==> config.mk <==
export PLATFORM = sky130hd
export DESIGN_NAME = alu_ctrl_stage_flat
export DESIGN_NICKNAME = d
export VERILOG_FILES = /design/src/rtl/alu_ctrl_stage_pkg.sv /design/src/rtl/alu_ctrl_stage_if.sv /design/src/rtl/alu_ctrl_stage_alu_decoder.sv /design/src/rtl/alu_ctrl_stage.sv /design/src/flat_wrapper.sv
export SDC_FILE = /design/constraint.sdc
export NUM_CORES = 1
export LEC_CHECK = 0
export ABC_AREA = 1
export ABC_CLOCK_PERIOD_IN_PS = 1600
export BUFFER_PORTS_ARGS = -buffer_cell sky130_fd_sc_hd__buf_2
export CORE_ASPECT_RATIO = 1.5
export CORE_MARGIN = 2
export CORE_UTILIZATION = 36
export CTS_CLUSTER_DIAMETER = 150
export DETAILED_ROUTE_END_ITERATION = 12
export GPL_ROUTABILITY_DRIVEN = 0
export PLACE_DENSITY = 0.66
export SLEW_MARGIN = 20
export SYNTH_ARGS = -nofsm -noshare
export SYNTH_HDL_FRONTEND = slang
export SYNTH_SLANG_ARGS = --single-unit
export TNS_END_PERCENT = 10
==> constraint.sdc <==
create_clock -name clk -period 1.6 [get_ports clk]
set_input_delay 0.32 -clock clk [delete_from_list [all_inputs] [get_ports clk]]
set_output_delay 0.32 -clock clk [all_outputs]
set_load 0.05 [all_outputs]
==> src/rtl/alu_ctrl_stage_pkg.sv <==
// Shared definitions for the ALU control decode stage: ALU op codes,
// RV32 opcode constants, operand/result select encodings and the
// packed control word registered into ID/EX.
package alu_ctrl_stage_pkg;

   typedef enum logic [2:0] {
      ALU_PLUS  = 3'b000,
      ALU_MINUS = 3'b001,
      ALU_AND   = 3'b010,
      ALU_OR    = 3'b011,
      ALU_SLT   = 3'b101
   } alu_op_e;

   typedef enum logic [1:0] {
      A_SEL_RS1  = 2'b00,
      A_SEL_PC   = 2'b01,
      A_SEL_ZERO = 2'b10
   } a_sel_e;

   typedef enum logic [1:0] {
      RES_ALU = 2'b00,
      RES_MEM = 2'b01,
      RES_PC4 = 2'b10
   } result_src_e;

   localparam logic [6:0] OPC_R      = 7'b0110011;
   localparam logic [6:0] OPC_I      = 7'b0010011;
   localparam logic [6:0] OPC_LOAD   = 7'b0000011;
   localparam logic [6:0] OPC_STORE  = 7'b0100011;
   localparam logic [6:0] OPC_BRANCH = 7'b1100011;
   localparam logic [6:0] OPC_LUI    = 7'b0110111;
   localparam logic [6:0] OPC_AUIPC  = 7'b0010111;
   localparam logic [6:0] OPC_JAL    = 7'b1101111;
   localparam logic [6:0] OPC_JALR   = 7'b1100111;

   // Control half of the ID/EX register (immediate is held separately
   // because its width follows XLEN).
   typedef struct packed {
      alu_op_e     alu_control;
      a_sel_e      alu_a_sel;
      logic        alu_src_imm;
      logic [4:0]  rd;
      logic        reg_write;
      logic        mem_read;
      logic        mem_write;
      result_src_e result_src;
      logic        branch;
      logic        jump;
      logic        branch_ne;
      logic        valid;
      logic        illegal;
   } ctrl_t;

   // Opcodes whose encoding carries a destination register.
   function automatic logic writes_rd(input logic [6:0] opc);
      return (opc == OPC_R)   || (opc == OPC_I)     || (opc == OPC_LOAD) ||
             (opc == OPC_LUI) || (opc == OPC_AUIPC) || (opc == OPC_JAL)  ||
             (opc == OPC_JALR);
   endfunction

endpackage

==> src/rtl/alu_ctrl_stage_if.sv <==
// ALU control bus between IF/ID (instruction in) and ID/EX (controls out).
// The master side is the decode stage; the slave side is the pipeline
// around it.
interface alu_ctrl_if #(
   parameter int XLEN = 32
);
   logic [31:0]     instr;
   logic            instr_valid;
   logic            stall;
   logic            flush;

   logic [2:0]      alu_control;
   logic [1:0]      alu_a_sel;
   logic            alu_src_imm;
   logic [XLEN-1:0] imm;
   logic [4:0]      rd;
   logic            reg_write;
   logic            mem_read;
   logic            mem_write;
   logic [1:0]      result_src;
   logic            branch;
   logic            jump;
   logic            branch_ne;
   logic            valid;
   logic            illegal;

   modport master (
      input  instr, instr_valid, stall, flush,
      output alu_control, alu_a_sel, alu_src_imm, imm, rd, reg_write,
             mem_read, mem_write, result_src, branch, jump, branch_ne,
             valid, illegal
   );

   modport slave (
      output instr, instr_valid, stall, flush,
      input  alu_control, alu_a_sel, alu_src_imm, imm, rd, reg_write,
             mem_read, mem_write, result_src, branch, jump, branch_ne,
             valid, illegal
   );
endinterface

==> src/rtl/alu_ctrl_stage_alu_decoder.sv <==
// Combinational ALU-op decoder: maps opcode/funct3/funct7 to the 3-bit
// ALU operation and flags encodings this core does not support.
module alu_decoder
   import alu_ctrl_stage_pkg::*;
(
   input  logic [6:0] opcode_i,
   input  logic [2:0] funct3_i,
   input  logic [6:0] funct7_i,
   output alu_op_e    alu_control_o,
   output logic       illegal_o
);

   // Select the ALU operation and detect unsupported encodings.
   always_comb begin
      alu_control_o = ALU_PLUS;
      illegal_o     = 1'b0;
      case (opcode_i)
         OPC_R, OPC_I: begin
            case (funct3_i)
               3'b000: begin
                  if ((opcode_i == OPC_R) && funct7_i[5]) begin
                     alu_control_o = ALU_MINUS;
                  end
               end
               3'b111:         alu_control_o = ALU_AND;
               3'b110:         alu_control_o = ALU_OR;
               3'b010, 3'b011: alu_control_o = ALU_SLT;
               default:        illegal_o = 1'b1;
            endcase
            // Register form only allows funct7 zero, or 0100000 for sub.
            if ((opcode_i == OPC_R) &&
                !((funct7_i == 7'b0000000) ||
                  ((funct7_i == 7'b0100000) && (funct3_i == 3'b000)))) begin
               illegal_o = 1'b1;
            end
         end
         OPC_LOAD, OPC_STORE, OPC_LUI, OPC_AUIPC, OPC_JAL, OPC_JALR: begin
            alu_control_o = ALU_PLUS;
         end
         OPC_BRANCH: begin
            alu_control_o = ALU_MINUS;
            if ((funct3_i != 3'b000) && (funct3_i != 3'b001)) begin
               illegal_o = 1'b1;
            end
         end
         default: illegal_o = 1'b1;
      endcase
   end

endmodule

==> src/rtl/alu_ctrl_stage.sv <==
// Decode stage producing ALU and downstream control. Decodes the IF/ID
// instruction, builds the sign-extended immediate, and registers the
// result into the control half of ID/EX with flush and stall support.
module alu_ctrl_stage
   import alu_ctrl_stage_pkg::*;
#(
   parameter int XLEN = 32
) (
   input logic     clk,
   input logic     rst,
   alu_ctrl_if.master bus
);

   logic [6:0]      opcode;
   logic [2:0]      funct3;
   logic [6:0]      funct7;
   logic [4:0]      rd_field;
   logic [31:0]     instr;

   alu_op_e         dec_alu_op;
   logic            dec_illegal;

   logic [31:0]     imm32;
   logic [XLEN-1:0] sext_imm;

   ctrl_t           ctrl_d, ctrl_q;
   logic [XLEN-1:0] imm_d, imm_q;

   assign instr    = bus.instr;
   assign opcode   = instr[6:0];
   assign rd_field = instr[11:7];
   assign funct3   = instr[14:12];
   assign funct7   = instr[31:25];

   alu_decoder u_alu_decoder (
      .opcode_i      (opcode),
      .funct3_i      (funct3),
      .funct7_i      (funct7),
      .alu_control_o (dec_alu_op),
      .illegal_o     (dec_illegal)
   );

   // Immediate generator: pick the format by opcode, then sign-extend to XLEN.
   always_comb begin
      imm32 = '0;
      case (opcode)
         OPC_I, OPC_LOAD, OPC_JALR:
            imm32 = {{20{instr[31]}}, instr[31:20]};
         OPC_STORE:
            imm32 = {{20{instr[31]}}, instr[31:25], instr[11:7]};
         OPC_BRANCH:
            imm32 = {{19{instr[31]}}, instr[31], instr[7], instr[30:25],
                     instr[11:8], 1'b0};
         OPC_LUI, OPC_AUIPC:
            imm32 = {instr[31:12], 12'h000};
         OPC_JAL:
            imm32 = {{11{instr[31]}}, instr[31], instr[19:12], instr[20],
                     instr[30:21], 1'b0};
         default: imm32 = '0;
      endcase
      sext_imm        = {XLEN{imm32[31]}};
      sext_imm[31:0]  = imm32;
   end

   // Control decode; empty slots and illegal encodings carry no side effects.
   always_comb begin
      ctrl_d = '0;
      imm_d  = '0;
      if (bus.instr_valid) begin
         ctrl_d.valid = 1'b1;
         if (dec_illegal) begin
            ctrl_d.illegal = 1'b1;
         end else begin
            ctrl_d.alu_control = dec_alu_op;
            imm_d              = sext_imm;
            ctrl_d.rd          = writes_rd(opcode) ? rd_field : 5'd0;
            // Writing x0 is architecturally a no-op, so suppress the enable.
            ctrl_d.reg_write   = writes_rd(opcode) && (rd_field != 5'd0);
            case (opcode)
               OPC_I: begin
                  ctrl_d.alu_src_imm = 1'b1;
               end
               OPC_LOAD: begin
                  ctrl_d.alu_src_imm = 1'b1;
                  ctrl_d.mem_read    = 1'b1;
                  ctrl_d.result_src  = RES_MEM;
               end
               OPC_STORE: begin
                  ctrl_d.alu_src_imm = 1'b1;
                  ctrl_d.mem_write   = 1'b1;
               end
               OPC_BRANCH: begin
                  ctrl_d.branch    = 1'b1;
                  ctrl_d.branch_ne = funct3[0];
               end
               OPC_LUI: begin
                  ctrl_d.alu_a_sel   = A_SEL_ZERO;
                  ctrl_d.alu_src_imm = 1'b1;
               end
               OPC_AUIPC: begin
                  ctrl_d.alu_a_sel   = A_SEL_PC;
                  ctrl_d.alu_src_imm = 1'b1;
               end
               OPC_JAL: begin
                  ctrl_d.alu_a_sel   = A_SEL_PC;
                  ctrl_d.alu_src_imm = 1'b1;
                  ctrl_d.result_src  = RES_PC4;
                  ctrl_d.jump        = 1'b1;
               end
               OPC_JALR: begin
                  ctrl_d.alu_src_imm = 1'b1;
                  ctrl_d.result_src  = RES_PC4;
                  ctrl_d.jump        = 1'b1;
               end
               default: ;
            endcase
         end
      end
   end

   // ID/EX control register: reset and flush insert a bubble, stall holds.
   always_ff @(posedge clk or posedge rst) begin
      if (rst) begin
         ctrl_q <= '0;
         imm_q  <= '0;
      end else if (bus.flush) begin
         ctrl_q <= '0;
         imm_q  <= '0;
      end else if (!bus.stall) begin
         ctrl_q <= ctrl_d;
         imm_q  <= imm_d;
      end
   end

   assign bus.alu_control = ctrl_q.alu_control;
   assign bus.alu_a_sel   = ctrl_q.alu_a_sel;
   assign bus.alu_src_imm = ctrl_q.alu_src_imm;
   assign bus.imm         = imm_q;
   assign bus.rd          = ctrl_q.rd;
   assign bus.reg_write   = ctrl_q.reg_write;
   assign bus.mem_read    = ctrl_q.mem_read;
   assign bus.mem_write   = ctrl_q.mem_write;
   assign bus.result_src  = ctrl_q.result_src;
   assign bus.branch      = ctrl_q.branch;
   assign bus.jump        = ctrl_q.jump;
   assign bus.branch_ne   = ctrl_q.branch_ne;
   assign bus.valid       = ctrl_q.valid;
   assign bus.illegal     = ctrl_q.illegal;

endmodule

==> src/flat_wrapper.sv <==
// flat-port wrapper written by rule: the top's interface ports become plain ports
module alu_ctrl_stage_flat import alu_ctrl_stage_pkg::*;
#(
   parameter int XLEN = 32
)
  (clk, rst, bus_instr, bus_instr_valid, bus_stall, bus_flush, bus_alu_control, bus_alu_a_sel, bus_alu_src_imm, bus_imm, bus_rd, bus_reg_write, bus_mem_read, bus_mem_write, bus_result_src, bus_branch, bus_jump, bus_branch_ne, bus_valid, bus_illegal);
  alu_ctrl_if #(.XLEN(XLEN)) bus_i ();
  input logic clk;
  input logic rst;
  input wire logic [$bits(bus_i.instr)-1:0] bus_instr;
  input wire logic [$bits(bus_i.instr_valid)-1:0] bus_instr_valid;
  input wire logic [$bits(bus_i.stall)-1:0] bus_stall;
  input wire logic [$bits(bus_i.flush)-1:0] bus_flush;
  output wire logic [$bits(bus_i.alu_control)-1:0] bus_alu_control;
  output wire logic [$bits(bus_i.alu_a_sel)-1:0] bus_alu_a_sel;
  output wire logic [$bits(bus_i.alu_src_imm)-1:0] bus_alu_src_imm;
  output wire logic [$bits(bus_i.imm)-1:0] bus_imm;
  output wire logic [$bits(bus_i.rd)-1:0] bus_rd;
  output wire logic [$bits(bus_i.reg_write)-1:0] bus_reg_write;
  output wire logic [$bits(bus_i.mem_read)-1:0] bus_mem_read;
  output wire logic [$bits(bus_i.mem_write)-1:0] bus_mem_write;
  output wire logic [$bits(bus_i.result_src)-1:0] bus_result_src;
  output wire logic [$bits(bus_i.branch)-1:0] bus_branch;
  output wire logic [$bits(bus_i.jump)-1:0] bus_jump;
  output wire logic [$bits(bus_i.branch_ne)-1:0] bus_branch_ne;
  output wire logic [$bits(bus_i.valid)-1:0] bus_valid;
  output wire logic [$bits(bus_i.illegal)-1:0] bus_illegal;
  assign bus_i.instr = bus_instr;
  assign bus_i.instr_valid = bus_instr_valid;
  assign bus_i.stall = bus_stall;
  assign bus_i.flush = bus_flush;
  assign bus_alu_control = bus_i.alu_control;
  assign bus_alu_a_sel = bus_i.alu_a_sel;
  assign bus_alu_src_imm = bus_i.alu_src_imm;
  assign bus_imm = bus_i.imm;
  assign bus_rd = bus_i.rd;
  assign bus_reg_write = bus_i.reg_write;
  assign bus_mem_read = bus_i.mem_read;
  assign bus_mem_write = bus_i.mem_write;
  assign bus_result_src = bus_i.result_src;
  assign bus_branch = bus_i.branch;
  assign bus_jump = bus_i.jump;
  assign bus_branch_ne = bus_i.branch_ne;
  assign bus_valid = bus_i.valid;
  assign bus_illegal = bus_i.illegal;
  alu_ctrl_stage #(.XLEN(XLEN)) u_core (.clk(clk), .rst(rst), .bus(bus_i));
endmodule
==> impl_metrics.json, run 1 <==
{
  "start_util_pct": 36.42,
  "synth_area_leaders": "dfrtp_1 45%, nand2_1 23%, nand3_1 8.7%, nand3_2 4.9%, inv_1 3.8%",
  "syn_area_per_cell_um2": 7.292,
  "ioPinCount": 90,
  "clk_pin_slew_ns": 0.08,
  "die_w_um": 77.04,
  "crit_end": "u_core.bus.imm[25]",
  "clkLatencyLatePin_ns": 0.29,
  "synthTopCellsByCount": "175 x nand2_1, 52 x dfrtp_1, 50 x nand3_1",
  "dieArea_um2": 8747,
  "setup_viol": 0,
  "skew_ns": 0,
  "synth-async-reset-ratio_pct": 100.0,
  "max_freq_ghz": 0.6941,
  "post-dp-hpwl_um": 6358,
  "fin_area_um2": 3820,
  "synth_seq_area_share_pct": 45.18,
  "synth_edf_count": 0,
  "p_leak_nw": 2.385,
  "finalCriticalPeriod_ns": 1.441,
  "status": "finished, final reports clean",
  "synth_cell_types": 25,
  "dr.pass1.iters": 4,
  "track_usage_pct": 19.57,
  "synth_top_area_share_pct": 45.18,
  "hold_viol": 0,
  "drtIter0Drc": 197,
  "die_y_um": 113.6,
  "cp-start-kind": "input pin",
  "cp-end-kind": "register",
  "timing.rr.end": "u_core.bus.imm[13]",
  "yosys_warnings": 0,
  "r2r-start": "u_core.bus.imm[13]",
  "regArea_um2": 1301,
  "grt_pass1_wl_um": 13450,
  "wire_per_inst_um": 13.66,
  "critPathKind": "input pin to register",
  "multi_input_area_um2": 1378,
  "pwr-share-seq_pct": 48.4,
  "p_int_mw": 2.014,
  "required_ns": 1.79,
  "synth_area_leader_cell": "dfrtp_1",
  "cts_buffer_depth": 2,
  "grt.overflow.total": 0,
  "cts-buffers-inserted": 5,
  "path_max_fanout": 12,
  "crit_start": "bus_instr[1]",
  "r2r_setup_slack_ns": 0.95,
  "peakVddDrop_uv": 442.4,
  "synthCells": 395,
  "core_area_um2": 7908,
  "antennaDiodeCount": 0,
  "swShare_pct": 26.10,
  "row_count": 40,
  "antenna_left": 0,
  "synth_nets": 432,
  "fin_setup_tns_ns": 0,
  "root_buffer": "clkbuf_16",
  "synth.most_common_cell": "nand2_1",
  "cts_tree": "built",
  "p_switching_uw": 711.4,
  "antenna_found_initial": 0,
  "relSlewSlack_pct": 73.26,
  "ys_ff_latch": 52,
  "port_buffers": 89,
  "routed_wl_um": 8361,
  "synth_area_um2": 2880,
  "hold_path_class": "input pin to asynchronous set/reset pin",
  "power_density_nw_per_um2": 713.5,
  "nFillCells": 850,
  "nets": 543,
  "fin_crit_sh_pct": 90.04,
  "clkPwrFrac_pct": 40.7,
  "num_vias": 2932,
  "utilization_pct": 48.31,
  "placed_area_um2": 3628,
  "syn_to_final_growth_pct": 32.62,
  "rsz0062_at_grt": "false",
  "comb_power_share_pct": 10.9,
  "grt_start_max_net_pins": 53,
  "worst-slew-pin-transition_ns": 0.4007,
  "drive_above_1_share_pct": 31.36,
  "r2r_cells": 2,
  "maxCapViolations": 0,
  "ys.flop_type": "dfrtp_1",
  "grt_pass1_vias": 2812,
  "drv_slew": 0,
  "drc": 0,
  "h-tree-depth": 2,
  "cp.arrival_ns": 1.63,
  "cts_sinks": 52,
  "via_per_inst": 4.791
}
## stage by stage
step	hold WS, ns	std cells	worst slack, ns	power [mW]
floorplan	0.4147	395	0.02212	1.490
global placement	0.3837	602	-0.1544	1.634
detailed placement	0.3894	602	-0.1842	1.638
CTS	0.06179	610	0.1217	2.757
global route	0.06811	612	0.06087	2.826
finish	0.05740	612	0.1593	2.726
## placed cells by master, fill, tap and decap left out, types with 2 or more instances in the layout
cell	netlist	final
buf_12	0	5
buf_2	2	89
buf_4	2	25
clkbuf_16	0	5
dfrtp_1	52	52
inv_1	29	28
inv_2	4	5
nand2_1	175	175
nand3_1	50	49
nand3_2	14	15
nor2_1	25	23
nor2_2	2	3
nor2_4	4	6
nor3_1	2	2
o21ai_0	13	13
## cell families (layout without fill, tap and decap cells)
family / Yosys count / count (layout) / share of synthesized area [%]
AO/OA/AOI/OAI: 17 / 17 / 3.258
buffers and inverters: 49 / 160 / 7.906
flip-flops: 52 / 52 / 45.18
AND/OR/NAND/NOR: 277 / 278 / 43.66
## sequential cells by signal (all words and copies together) (netlist names), 2 cells and up
name	cells
u_core.bus.imm	32
u_core.bus.rd	5
u_core.bus.alu_a_sel	2
u_core.bus.alu_control	3
## worst max-delay path, cell delays in order
cell and delay, ns:
buf_2 0.09, nand2_1 0.16, inv_2 0.10, nand3_2 0.15, nand3_2 0.12, nor2_2 0.34
nor2_4 0.06, buf_12 0.16, nand3_1 0.08, nand2_1 0.05
## per-layer routing
layer | up-vias | GRT usage, % | share of wire, %
met1 | 1370 | 23.21 | 41
met2 | 82 | 33.68 | 51
met5 | - | 0 | 0
li1 | 1459 | - | -
met3 | 21 | 3.481 | 4.3
met4 | 0 | 10.48 | 4.0
## final cells by class
| type | instances | area share [%] |
|---|---|---|
| Clock inverter | 3 | 0.7206 |
| Multi-Input combinational cell | 295 | 36.06 |
| Tap cell | 105 | 3.439 |
| Inverter | 33 | 3.243 |
| Sequential cell | 52 | 34.06 |
| Clock buffer | 5 | 3.275 |
| Timing Repair Buffer | 119 | 19.19 |
## power by group through the flow
stage / sequential, mW / clock [mW] / combinational [mW]
2_1_floorplan: 1.36 / 0 / 0.134
4_1_cts: 1.32 / 1.14 / 0.296
5_1_grt: 1.32 / 1.18 / 0.330
3_5_place_dp: 1.34 / 0 / 0.295
6_report: 1.32 / 1.11 / 0.298
3_3_place_gp: 1.34 / 0 / 0.290
## how the worst min path moves through the flow
stage	endpoint	slack, ns
after CTS	u_core.bus.imm[14]	0.06
after global routing	u_core.bus.imm[14]	0.07
after global placement	u_core.bus.imm[18]	0.38
final	u_core.bus.imm[14]	0.06
after floorplan	u_core.bus.alu_a_sel[1]	0.41
after detailed placement	u_core.bus.imm[18]	0.39
## what timing repair did
item | 4_1_cts | 5_1_grt
setup endpoints to repair | 0 | 13
setup buffers | 0 | 1
resized for setup | 0 | 2
hold buffers | 0 | 0
(Power assumes the default switching activity.)
==> run 2: changes to the inputs <==
- PLACE_DENSITY: 0.66 -> default
==> run 2 against run 1 <==
Effect of this change:
- flip-flop and latch count unchanged
- first-iteration DRC count down 28%
- via count fell by 1.0%
- combinational power fell by 3%
- non-clock buffer count is 1 lower
- global-route usage is 0.32 points higher
- final cell count down 0.16%
- worst hold slack barely moved
- critical endpoint is now u_core.bus.imm[15]
- die area is the same
==> impl_metrics.json, run 2 (synthesis gave the netlist of run 1 again) <==
{
  "maxCapViolations": 0,
  "path_max_fanout": 12,
  "mostFrequentLayoutCell": "nand2_1",
  "total_power_mw": 2.682,
  "core_area_um2": 7908,
  "peakVddDrop_uv": 480.2,
  "hold_path_class": "input pin to asynchronous set/reset pin",
  "grt_pass1_vias": 2861,
  "rsz0062_at_grt": "false",
  "dr.pass1.iters": 4,
  "max_freq_ghz": 0.6740,
  "routed_wl_um": 8327,
  "via_per_inst": 4.750,
  "hold_buffers": 0,
  "port_buffers": 89,
  "slowest_stage": "nor2_4",
  "track_usage_pct": 19.89,
  "critPathKind": "input pin to register",
  "root_buffer": "clkbuf_16",
  "dieArea_um2": 8747,
  "grt_pass1_wl_um": 13620,
  "cp_slowest_stage_delay_ns": 0.44,
  "multi_input_area_um2": 1373,
  "setup_viol": 0,
  "largest_reg_flops": 32,
  "relSlewSlack_pct": 70.30,
  "instances_no_fill": 611,
  "cts_tree": "built",
  "clk_pin_slew_ns": 0.07,
  "nFillCells": 854,
  "cts_sinks": 52,
  "die_w_um": 77.04,
  "cp-end-kind": "register",
  "h-tree-depth": 2,
  "required_ns": 1.84,
  "mostFrequentLayoutCells": "175 x nand2_1, 89 x buf_2, 52 x dfrtp_1, 50 x nand3_1, 28 x inv_1",
  "finalCriticalPeriod_ns": 1.484,
  "post-dp-hpwl_um": 6324,
  "wire_per_inst_um": 13.63,
  "grt.overflow.total": 0,
  "grt_start_max_net_pins": 53,
  "die_y_um": 113.6,
  "postCtsSetupRepairBufs": 0,
  "cp-start-kind": "input pin",
  "p_leak_nw": 2.373,
  "num_vias": 2902,
  "drc": 0,
  "pre_cts_ws_ns": -0.1773,
  "clkLatencyLatePin_ns": 0.29,
  "antennaDiodeCount": 0,
  "utilization_pct": 47.90,
  "drtIter0Drc": 142,
  "status": "finished, final reports clean",
  "dp.cells": 602,
  "drv_slew": 0,
  "start_util_pct": 36.42,
  "row_count": 40,
  "fin_crit_sh_pct": 92.73,
  "cp.arrival_ns": 1.72,
  "worstPathCellList": "buf_2, nor3_2, inv_1, nor2_4, nand3_2, nand2_1",
  "fin_ws_ns": 0.1163,
  "skew_ns": 0,
  "antenna_left": 0,
  "power_density_nw_per_um2": 708.1,
  "regArea_um2": 1301,
  "fin_setup_tns_ns": 0,
  "hold_viol": 0,
  "nets": 542,
  "worst-slew-pin-transition_ns": 0.4445,
  "antenna_found_initial": 0,
  "ioPinCount": 90,
  "syn_to_final_growth_pct": 31.49,
  "cts_buffer_depth": 2,
  "cts-buffers-inserted": 5,
  "drive_above_1_share_pct": 30.83
}
==> run 2: cell types whose count changed in the layout (fill, tap and decap cells not counted) <==
cell / change
inv_8: -1
nand3_2: -1
nand3_1: +1
buf_12: -1
clkbuf_1: +1
==> run 2: power by group <==
group | internal, mW | switching (mW)
combinational | 0.0972 | 0.192
sequential | 1.32 | 0.00171
clock | 0.584 | 0.491
==> run 2: layout make-up <==
class                   instances  share of cell area (%)
clock buffers                   6                   3.403
clock inverters                 2                  0.4295
inverters                      33                   3.271
multi-input cells             295                   36.24
flip-flops and latches         52                   34.36
well taps                     105                   3.469
repair buffers                118                   18.83
==> run 2: worst paths after layout <==
| path | startpoint | endpoint | slack (ns) | depth (start not counted) |
|---|---|---|---|---|
| setup / recovery | bus_flush | u_core.bus.imm[15] | 0.12 | 6 |
| hold / removal | rst | u_core.bus.imm[15] | 0.06 | 3 |
| setup reg to reg | u_core.bus.alu_a_sel[0] | u_core.bus.alu_a_sel[0] | 0.95 | 2 |
| hold reg to reg | u_core.bus.imm[30] | u_core.bus.imm[30] | 0.47 | 2 |
| max in group asynchronous | rst | u_core.bus.mem_read | 1.31 | 3 |
| min in group clk | bus_stall | u_core.bus.alu_a_sel[1] | 0.24 | 2 |
==> run 2: timing repair <==
action | 4_1_cts | 5_1_grt
endpoints found under the setup margin | 0 | 6
endpoints found under the hold margin | 0 | 0
gates resized for setup | 0 | 1
==> run 2: per-layer routing <==
metal	track usage, %	vias up	part of all wire [%]
met5	0	-	0
met2	34.85	69	51
met1	23.39	1360	42
li1	-	1458	-
met4	9.167	0	3.3
met3	4.035	15	4.1
==> run 2: per-stage QoR <==
stage                     hold slack (ns)  area (µm²)
final                             0.05707        3787
after global routing              0.06831        3787
after CTS                         0.06667        3774
after detailed placement           0.3895        3628
after global placement             0.3853        3628
after floorplan                    0.4147        2880
==> run 2: critical path, delay by kind of cell <==
kind          cells  cell delay, ns
simple gates      4            1.03
buf+inv           2            0.38
